File: src/rtl/volume_request_engine.sv
// Volume request engine: takes one block read/write command at a time,
// checks it against the volume status, drives a 4-phase rd/wr + ack
// handshake towards the volume firmware and reports a completion status.
module volume_request_engine #(
   parameter int unsigned TIMEOUT_CYCLES = 1000000
) (
   input  logic        clk,
   input  logic        reset,
   input  logic        cmd_valid,
   output logic        cmd_ready,
   input  logic        cmd_write,
   input  logic [31:0] cmd_lba,
   input  logic [5:0]  cmd_blk_cnt,
   output logic        resp_valid,
   input  logic        resp_ready,
   output logic [2:0]  resp_status,
   input  logic        vol_ready,
   input  logic        vol_mounted,
   input  logic        vol_readonly,
   input  logic        vol_ack,
   input  logic [31:0] vol_size,
   output logic        vol_active,
   output logic        vol_rd,
   output logic        vol_wr,
   output logic [31:0] vol_lba,
   output logic [5:0]  vol_blk_cnt
);

   typedef enum logic [2:0] {
      IDLE    = 3'd0,
      CHECK   = 3'd1,
      REQ     = 3'd2,
      RELEASE = 3'd3,
      RESP    = 3'd4
   } state_t;

   localparam logic [2:0] ST_OK       = 3'd0;
   localparam logic [2:0] ST_NOTREADY = 3'd1;
   localparam logic [2:0] ST_WPROT    = 3'd2;
   localparam logic [2:0] ST_RANGE    = 3'd3;
   localparam logic [2:0] ST_TIMEOUT  = 3'd4;

   localparam logic [32:0] TIMEOUT_LIMIT = 33'(TIMEOUT_CYCLES);

   state_t      state;
   state_t      state_next;
   logic [2:0]  status_q;
   logic [2:0]  status_next;
   logic [2:0]  check_status;
   logic        write_q;
   logic [31:0] lba_q;
   logic [5:0]  cnt_q;
   logic [31:0] timeout_cnt;
   logic        accept;
   logic        range_err;
   logic        timeout_hit;

   assign accept = cmd_valid && cmd_ready;

   // 33-bit sum so an lba near 2^32 cannot wrap around and look in range
   assign range_err = (cnt_q == 6'd0) ||
                      (({1'b0, lba_q} + {27'd0, cnt_q}) > {1'b0, vol_size});

   // The current REQ cycle is the TIMEOUT_CYCLES-th one; zero disables it
   assign timeout_hit = (TIMEOUT_CYCLES != 0) &&
                        (({1'b0, timeout_cnt} + 33'd1) >= TIMEOUT_LIMIT);

   assign resp_status = status_q;
   assign vol_lba     = lba_q;
   assign vol_blk_cnt = cnt_q;

   // Admission check on the registered command, in priority order
   always_comb begin
      check_status = ST_OK;
      if (!vol_ready || !vol_mounted) begin
         check_status = ST_NOTREADY;
      end else if (write_q && vol_readonly) begin
         check_status = ST_WPROT;
      end else if (range_err) begin
         check_status = ST_RANGE;
      end
   end

   // State and completion status registers
   always_ff @(posedge clk) begin
      if (reset) begin
         state    <= IDLE;
         status_q <= ST_OK;
      end else begin
         state    <= state_next;
         status_q <= status_next;
      end
   end

   // Capture the command on accept; these values stay on vol_lba/vol_blk_cnt
   always_ff @(posedge clk) begin
      if (reset) begin
         write_q <= 1'b0;
         lba_q   <= 32'd0;
         cnt_q   <= 6'd0;
      end else if (accept) begin
         write_q <= cmd_write;
         lba_q   <= cmd_lba;
         cnt_q   <= cmd_blk_cnt;
      end
   end

   // Counts REQ cycles; sits at zero everywhere else so each REQ starts fresh
   always_ff @(posedge clk) begin
      if (reset || (state != REQ)) begin
         timeout_cnt <= 32'd0;
      end else begin
         timeout_cnt <= timeout_cnt + 32'd1;
      end
   end

   // Next-state and output decode; ack beats any error raised in the same REQ cycle
   always_comb begin
      state_next  = state;
      status_next = status_q;
      cmd_ready   = 1'b0;
      resp_valid  = 1'b0;
      vol_active  = 1'b0;
      vol_rd      = 1'b0;
      vol_wr      = 1'b0;
      case (state)
         IDLE: begin
            cmd_ready = !vol_ack;
            if (cmd_valid && !vol_ack) begin
               state_next = CHECK;
            end
         end
         CHECK: begin
            vol_active = 1'b1;
            if (check_status != ST_OK) begin
               status_next = check_status;
               state_next  = RESP;
            end else begin
               state_next = REQ;
            end
         end
         REQ: begin
            vol_active = 1'b1;
            vol_rd     = !write_q;
            vol_wr     = write_q;
            if (vol_ack) begin
               status_next = ST_OK;
               state_next  = RELEASE;
            end else if (!vol_ready || !vol_mounted) begin
               status_next = ST_NOTREADY;
               state_next  = RELEASE;
            end else if (timeout_hit) begin
               status_next = ST_TIMEOUT;
               state_next  = RELEASE;
            end
         end
         RELEASE: begin
            vol_active = 1'b1;
            if (!vol_ack) begin
               state_next = RESP;
            end
         end
         RESP: begin
            resp_valid = 1'b1;
            if (resp_ready) begin
               state_next = IDLE;
            end
         end
         default: begin
            state_next = IDLE;
         end
      endcase
   end

endmodule

File: config.mk
export PLATFORM = sky130hd
export DESIGN_NAME = volume_request_engine
export DESIGN_NICKNAME = d
export VERILOG_FILES = /design/src/rtl/volume_request_engine.sv
export SDC_FILE = /design/constraint.sdc
export NUM_CORES = 1
export LEC_CHECK = 0
export ABC_AREA = 1
export CAP_MARGIN = 30
export CORE_AREA = 4 4 148 121
export DETAILED_ROUTE_END_ITERATION = 10
export DIE_AREA = 0 0 152 125
export SETUP_SLACK_MARGIN = 0.02
export SYNTH_ARGS = -nofsm -noshare
export SYNTH_HDL_FRONTEND = slang
export SYNTH_SLANG_ARGS = --single-unit
File: constraint.sdc
create_clock -name clk -period 3.65 [get_ports clk]
set_clock_uncertainty 0.1 [all_clocks]
set_input_delay 0.73 -clock clk [delete_from_list [all_inputs] [get_ports clk]]
set_output_delay 0.73 -clock clk [all_outputs]
set_load 0.01 [all_outputs]
==> summary.md, run 1 <==
| Metric | Value |
|---|---|
| Status | finished, violations left |
| Failing checks | negative setup slack |
| Final net count | 1208 |
| Area Overhead vs Synth | 41.38% |
| Crit Path Max Fanout | 3 |
| RSZ-0062 raised after global routing | yes |
| Total clock buffers created by CTS | 9 |
| Multiplexer area fraction after synthesis | 0% |
| Period utilisation layout | 101.2% |
| Initial antenna violation count | 0 |
| Die ar. | 0.01900 mm² |
| Drt first pass iters | 5 |
| Floorplan core area | 0.01640 mm² |
| Overall Global Routing Usage | 19.59% |
| Post-Route WL | 18.76 mm |
| Max Clk Rate | 270.7 MHz |
| Final Hold Fails | 0 |
| Share of post-route cells with drive strength above 1 | 12.72% |
| CTS clock-pin slew for the worst setup and hold paths | 0.06 ns |
| Root Buffer | clkbuf_16 |
| Final Non-Filler Cells | 1313 |
| DR vias/cell | 4.714 |
| Placed insts | 1293 |
| Synth Area in Compound Gates | 9.183% |
| Worst slew pin tran | 0.4561 ns |
| Clock sink total | 77 |
| Post-Synth Simple-Gate Area | 37.35% |
| Worst setup SP type | flop |
| GPL Wtd Cong | 0.9240 |
| Period minus WS final | 3.694 ns |
| Sw Pwr | 1.188 mW |
| Pwr Total | 3.267 mW |
| Largest cells by area after synthesis | dfxtp_1, nand2_1, inv_1 |
| Setup slack after placement | -0.2359 ns |
| Worst Setup Slack, final | -0.04367 ns |
| Power Dens Cells | 406.7 mW/mm² |
| List of most frequent post-synthesis cells | nand2_1, inv_1, nor2_1 |
| Setup-failing EPs final | 5 |
| CP Data Required Time | 3.84 ns |
| Clk_lat worst skew | 0.35 ns |
| Largest vdd supply drop | 0.2728 mV |
| Leakage Power | 3.498 nW |
| First-pass GRT wire length | 30.26 mm |
| Hold/Removal Path Class | reg -> reg |
| Vias | 6190 |
| Routed wire length per instance | 14.29 µm |
| Yosys top cell area share | 27.13% |
| Seq pwr share | 32.4% |
| GRT overflow | 0 |
| Clock buffer depth | 2 |
| Share of total power in the clock network | 27.9% |
| Post-synthesis register bit count | 77 |
| Starting Density | 34.65% |
| Seq/Total Area, Yosys | 27.13% |
| Die W | 152 µm |
| Ys async rst share | 0% |
| Gate Count Post-Synth | 919 |
| Most numerous cell in the Yosys netlist | nand2_1 |
| Netlist cell types | 33 |
| Pin count of the biggest net entering global routing | 33 |
| Hold-fix buffers, CTS | 0 |
| Final ANT Viol Nets | 0 |
| Switching Fraction | 36.37% |
| Yosys top cell by area | dfxtp_1 |
| Most used DFF post-synth | dfxtp_1 |
| Final Core Density | 48.99% |
| EDFF count, synth | 0 |
| Final TNS setup | -0.1525 ns |
| Yosys synthesis warning count | 0 |
| Cell row count | 42 |
| CP Capture Type | flop |
| Combinational power share | 39.6% |
| Crit Path Class | reg -> reg |
| Initial DRC count | 389 |
| Final Max Slew Viols | 0 |
| Post-synthesis cell area | 0.005682 mm² |
| Power Internal | 2.079 mW |
| Port buffer count | 124 |
| Largest family of logic cells by synthesized area | simple AND/OR/NAND/NOR gates |
| IO Count | 125 |
| DIE HEIGHT | 125 µm |
| Syn_nets | 1039 |
| Avg Synthesized Cell Area | 6.182 µm² |
| Adder-Cell Fraction of Synth Area | 9.161% |
| H-tree Lvls | 3 |
| CTS tree | built |
| Vias in the first global route | 5765 |
| Arr. time, crit path | 3.88 ns |
| Max-Cap Viols | 0 |
| Synth Area in XOR/XNOR | 5.549% |
| Final HPWL DP | 15.07 mm |
| Post-route DRC | 0 |
| Antenna cells | 0 |
| Rel. slew slack | 69.49% |
[flip-flops by register name, indices dropped and copies added (netlist names)]
| name | cells |
|---|---|
| timeout_cnt | 32 |
| resp_status | 3 |
| state | 3 |
| vol_blk_cnt | 6 |
| write_q | 1 |
| vol_lba | 32 |
[what timing repair did]
action / in CTS / in global routing
cloned: 0 / 0
buffers inserted: 1 / 4
resized for setup: 19 / 29
endpoints found under the setup margin: 5 / 5
pin swaps: 7 / 32
[worst max-delay path: stages (launching register included)]
cell	delay, ns
dfxtp_2	0.33
ha_4	0.28
nand2_4	0.06
nor3_4	0.18
a21oi_2	0.09
nor3_2	0.17
nand2_2	0.12
nor2_2	0.14
nand4_1	0.15
nor3_2	0.25
xor2_1	0.17
inv_1	0.09
ha_4	0.27
nand2_4	0.05
nor3_4	0.20
nand3b_1	0.10
nor2_1	0.12
nand3_1	0.09
nand2_2	0.10
nand4_1	0.12
nor2_2	0.18
buf_4	0.14
nor3_2	0.03
nor2_1	0.09
[layout by cell type, fill, tap and decap left out, types with 5 or more instances in the layout]
master | Yosys | routed
a21oi_1 | 62 | 61
buf_4 | 0 | 50
clkbuf_16 | 0 | 9
clkdlybuf4s50_1 | 0 | 124
dfxtp_1 | 77 | 72
dfxtp_2 | 0 | 5
ha_1 | 40 | 35
ha_4 | 0 | 5
inv_1 | 156 | 154
nand2_1 | 214 | 207
nand2_2 | 9 | 14
nand3_1 | 75 | 69
nand3_2 | 1 | 7
nand4_1 | 19 | 19
nor2_1 | 124 | 120
nor2_2 | 10 | 13
nor2_4 | 4 | 5
nor3_1 | 24 | 17
nor3_2 | 1 | 6
o21ai_0 | 27 | 26
xor2_1 | 33 | 33
[per-stage QoR]
step	hold slack [ns]	area (µm²)
floorplan	0.3672	5682
global placement	0.3762	7490
detailed placement	0.3859	7490
CTS	0.3940	7879
global route	0.4160	8033
finish	0.3956	8033
[metal layers]
| layer | up-vias | track usage (%) | part of all wire (%) | wire length [µm] |
|---|---|---|---|---|
| met5 | - | 0 | 0 | 0 |
| met4 | 0 | 4.281 | 1.2 | 233 |
| met3 | 14 | 5.838 | 7.8 | 1470 |
| met2 | 208 | 27.56 | 40 | 7452 |
| met1 | 2722 | 29.35 | 51 | 9605 |
| li1 | 3246 | - | - | - |
[final timing paths]
check                 start              to  slack [ns]  cells after the start
min reg2reg  resp_status[1]  resp_status[1]        0.40                      2
max reg2reg      vol_lba[5]        state[1]       -0.04                     23
max              vol_lba[5]        state[1]       -0.04                     23
min          resp_status[1]  resp_status[1]        0.40                      2
[layout make-up]
class | count | area [µm²]
clock buffer | 11 | 242.7
clock inverter | 5 | 50.05
sequential | 77 | 1548
multi-input combinational | 666 | 3692
fill | 1731 | 8363
timing repair buffer | 175 | 1628
inverter | 159 | 596.8
tap | 220 | 275.3
[power groups by stage]
stage	clock [mW]	sequential, mW	combinational [mW]
6_report	0.912	1.06	1.29
5_1_grt	0.970	1.07	1.45
4_1_cts	0.937	1.05	1.26
3_5_place_dp	0	1.07	1.24
3_3_place_gp	0	1.07	1.24
2_1_floorplan	0	1.09	0.637
[cell families after synthesis]
family          after synthesis
simple gates                489
buf+inv                     176
compound gates              100
flops                        77
fa+ha+maj                    41
xor+xnor                     36
Power figures use the tool's default switching activity.
==> run 2: changes to the inputs <==
Settings changed: GPL_TIMING_DRIVEN set to 0.
==> run 2 against run 1 <==
Net effect:
- the flow still finishes with violations (negative setup slack)
- total power down 3.5%
- largest power group unchanged
- via count down 0.47%
- final area decreased by 2.9%
==> summary.md, run 2 (synthesis results as in run 1) <==
| Metric | Value |
|---|---|
| GPL Wtd Cong | 0.9444 |
| Setup slack after placement | -0.9270 ns |
| H-tree Lvls | 3 |
| Final Max Slew Viols | 0 |
| Starting Density | 34.65% |
| CP Data Required Time | 3.83 ns |
| Sequential Area | 0.001554 mm² |
| CP Capture Type | flop |
| Die ar. | 0.01900 mm² |
| Vias in the first global route | 5578 |
| Die W | 152 µm |
| Final HPWL DP | 15.08 mm |
| Arr. time, crit path | 4.02 ns |
| Seq pwr share | 34.1% |
| Post-Route WL | 18.93 mm |
| Power Internal | 1.969 mW |
| Root Buffer | clkbuf_16 |
| Commonest non-fill, non-tap cell in the layout | nand2_1 |
| Share of total power in the clock network | 26.2% |
| Period utilisation layout | 105.3% |
| Pin count of the biggest net entering global routing | 12 |
| Clock sink total | 77 |
| Port buffer count | 124 |
| Worst slew pin tran | 0.6404 ns |
| Hold/Removal Path Class | reg -> reg |
| Total clock buffers created by CTS | 9 |
| Max-Cap Viols | 0 |
| Crit Path Class | reg -> reg |
| Initial DRC count | 380 |
| Worst Hold End | resp_status[1] |
| RR Endpoint | resp_status[1] |
| Worst hold start | resp_status[1] |
| Floorplan core area | 0.01640 mm² |
| Final Hold Fails | 0 |
| Sw Pwr | 1.183 mW |
| DIE HEIGHT | 125 µm |
| Hold path depth | 2 |
| CTS clock-pin slew for the worst setup and hold paths | 0.06 ns |
| Routed wire length per instance | 14.69 µm |
| Placed insts | 1263 |
| Final ANT Viol Nets | 0 |
| Crit Path Max Fanout | 3 |
| Period minus WS final | 3.843 ns |
| Antenna cells | 0 |
| Area Overhead vs Synth | 37.26% |
| Vias | 6161 |
| Failing checks | negative setup slack |
| Worst Setup Slack, final | -0.1928 ns |
| Cell Area, Placed | 0.007198 mm² |
| Max Clk Rate | 260.2 MHz |
| Worst reg2reg setup slack | -0.19 ns |
| Leakage Power | 3.324 nW |
| First-pass GRT wire length | 29.90 mm |
| Final Non-Filler Cells | 1289 |
| Worst reg2reg path depth | 24 |
| Number of fillers in the final layout | 1736 |
| Largest vdd supply drop | 0.2765 mV |
| Rel. slew slack | 57.31% |
| GRT overflow | 0 |
| Switching Fraction | 37.54% |
| Post-route DRC | 0 |
| Area of the multi-input gates | 0.003722 mm² |
| Setup-failing EPs final | 5 |
| Drt first pass iters | 5 |
| Most frequent cells in the layout | nand2_1, inv_1, clkdlybuf4s50_1, nor2_1, dfxtp_1 |
| Worst setup SP type | flop |
| Overall Global Routing Usage | 19.46% |
| Combinational power share | 39.7% |
| Status | finished, violations left |
| Clock buffer depth | 2 |
| CTS tree | built |
| DR vias/cell | 4.780 |
| Clk_lat worst skew | 0.34 ns |
| Hold-fix buffers, CTS | 0 |
| Share of post-route cells with drive strength above 1 | 9.448% |
| Initial antenna violation count | 0 |
| Cell row count | 42 |
| Post-route cell area | 0.007799 mm² |
| IO Count | 125 |
| Final net count | 1185 |
| Power Dens Cells | 404.2 mW/mm² |
| R2r startpoint | vol_blk_cnt[5] |
| RSZ-0062 raised after global routing | yes |
-- run 2: changes by cell type in the layout (fill, tap and decap cells not counted), moves of 4 or more --
cell / previous run / this run
buf_4: 50 / 11
nor2_2: 13 / 17
clkbuf_1: 1 / 18
nor2_1: 120 / 116
-- run 2: worst max-delay path by stage --
stage | start | to | cells past startpoint
after floorplan | vol_blk_cnt[5] | resp_status[0] | 23
after global placement | vol_blk_cnt[5] | resp_status[0] | 23
after detailed placement | vol_blk_cnt[5] | resp_status[2] | 23
after CTS | vol_blk_cnt[5] | resp_status[1] | 24
after global routing | vol_blk_cnt[5] | resp_status[2] | 24
final | vol_blk_cnt[5] | resp_status[1] | 24
-- run 2: routing by layer --
metal	routed length, µm	GRT usage (%)	share of wire [%]	up-vias
met1	9824	30.12	52	2756
met2	7676	27.51	41	185
met3	1232	4.007	6.5	16
met4	195	4.281	1.0	0
met5	0	0	0	-
li1	-	-	-	3204
-- run 2: cell type report --
type,count,share of cell area (%)
plain buffers,17,0.8503
clock buffers,13,3.209
clock inverters,2,0.1283
inverters,159,7.653
multi-input cells,666,47.73
flip-flops and latches,77,19.93
well taps,220,3.530
repair buffers,135,16.97
-- run 2: power groups by stage --
stage | clock [mW] | sequential [mW] | combinational, mW
final | 0.827 | 1.07 | 1.25
after global routing | 0.883 | 1.09 | 1.40
after CTS | 0.847 | 1.07 | 1.21
after detailed placement | 0 | 1.08 | 1.17
after global placement | 0 | 1.08 | 1.16
after floorplan | 0 | 1.09 | 0.637
-- run 2: timing repair --
action,in CTS,in global routing
hold endpoints to repair,0,0
setup endpoints to repair,6,6
buffers inserted,7,4
pin swaps,14,19
gates resized for setup,34,28
-- run 2: metrics by stage --
step	setup TNS, ns	utilization [%]	hold WS (ns)	power, mW
floorplan	0	-	0.3672	1.724
global placement	-4.235	43.90	0.3741	2.240
detailed placement	-4.472	43.90	0.3817	2.248
CTS	-0.6374	46.69	0.3917	3.130
global route	-2.080	47.57	0.4158	3.371
finish	-0.8325	47.57	0.3895	3.152
-- run 2: critical path: stages, from the launching register on --
cell      delay, ns
dfxtp_4        0.35
ha_4           0.28
nand2_4        0.06
nor3_4         0.19
a21oi_2        0.10
nor3_2         0.20
nand2_2        0.14
nor2_4         0.13
nand4_1        0.15
nor3_2         0.23
xor2_1         0.15
inv_1          0.09
ha_4           0.28
nand2_4        0.06
nor3_4         0.28
nand3b_1       0.13
nor2_2         0.12
nand3_1        0.09
nand2_2        0.10
nand3_2        0.08
nor2_2         0.13
nand2_2        0.08
nand3_2        0.10
nand2_2        0.05
nor2_1         0.10
==> run 3: changes to the inputs <==
Settings changed: SLEW_MARGIN set to 20.
==> results of run 3 <==
No change in the layout: final DEF, timing and power equal those of run 2.
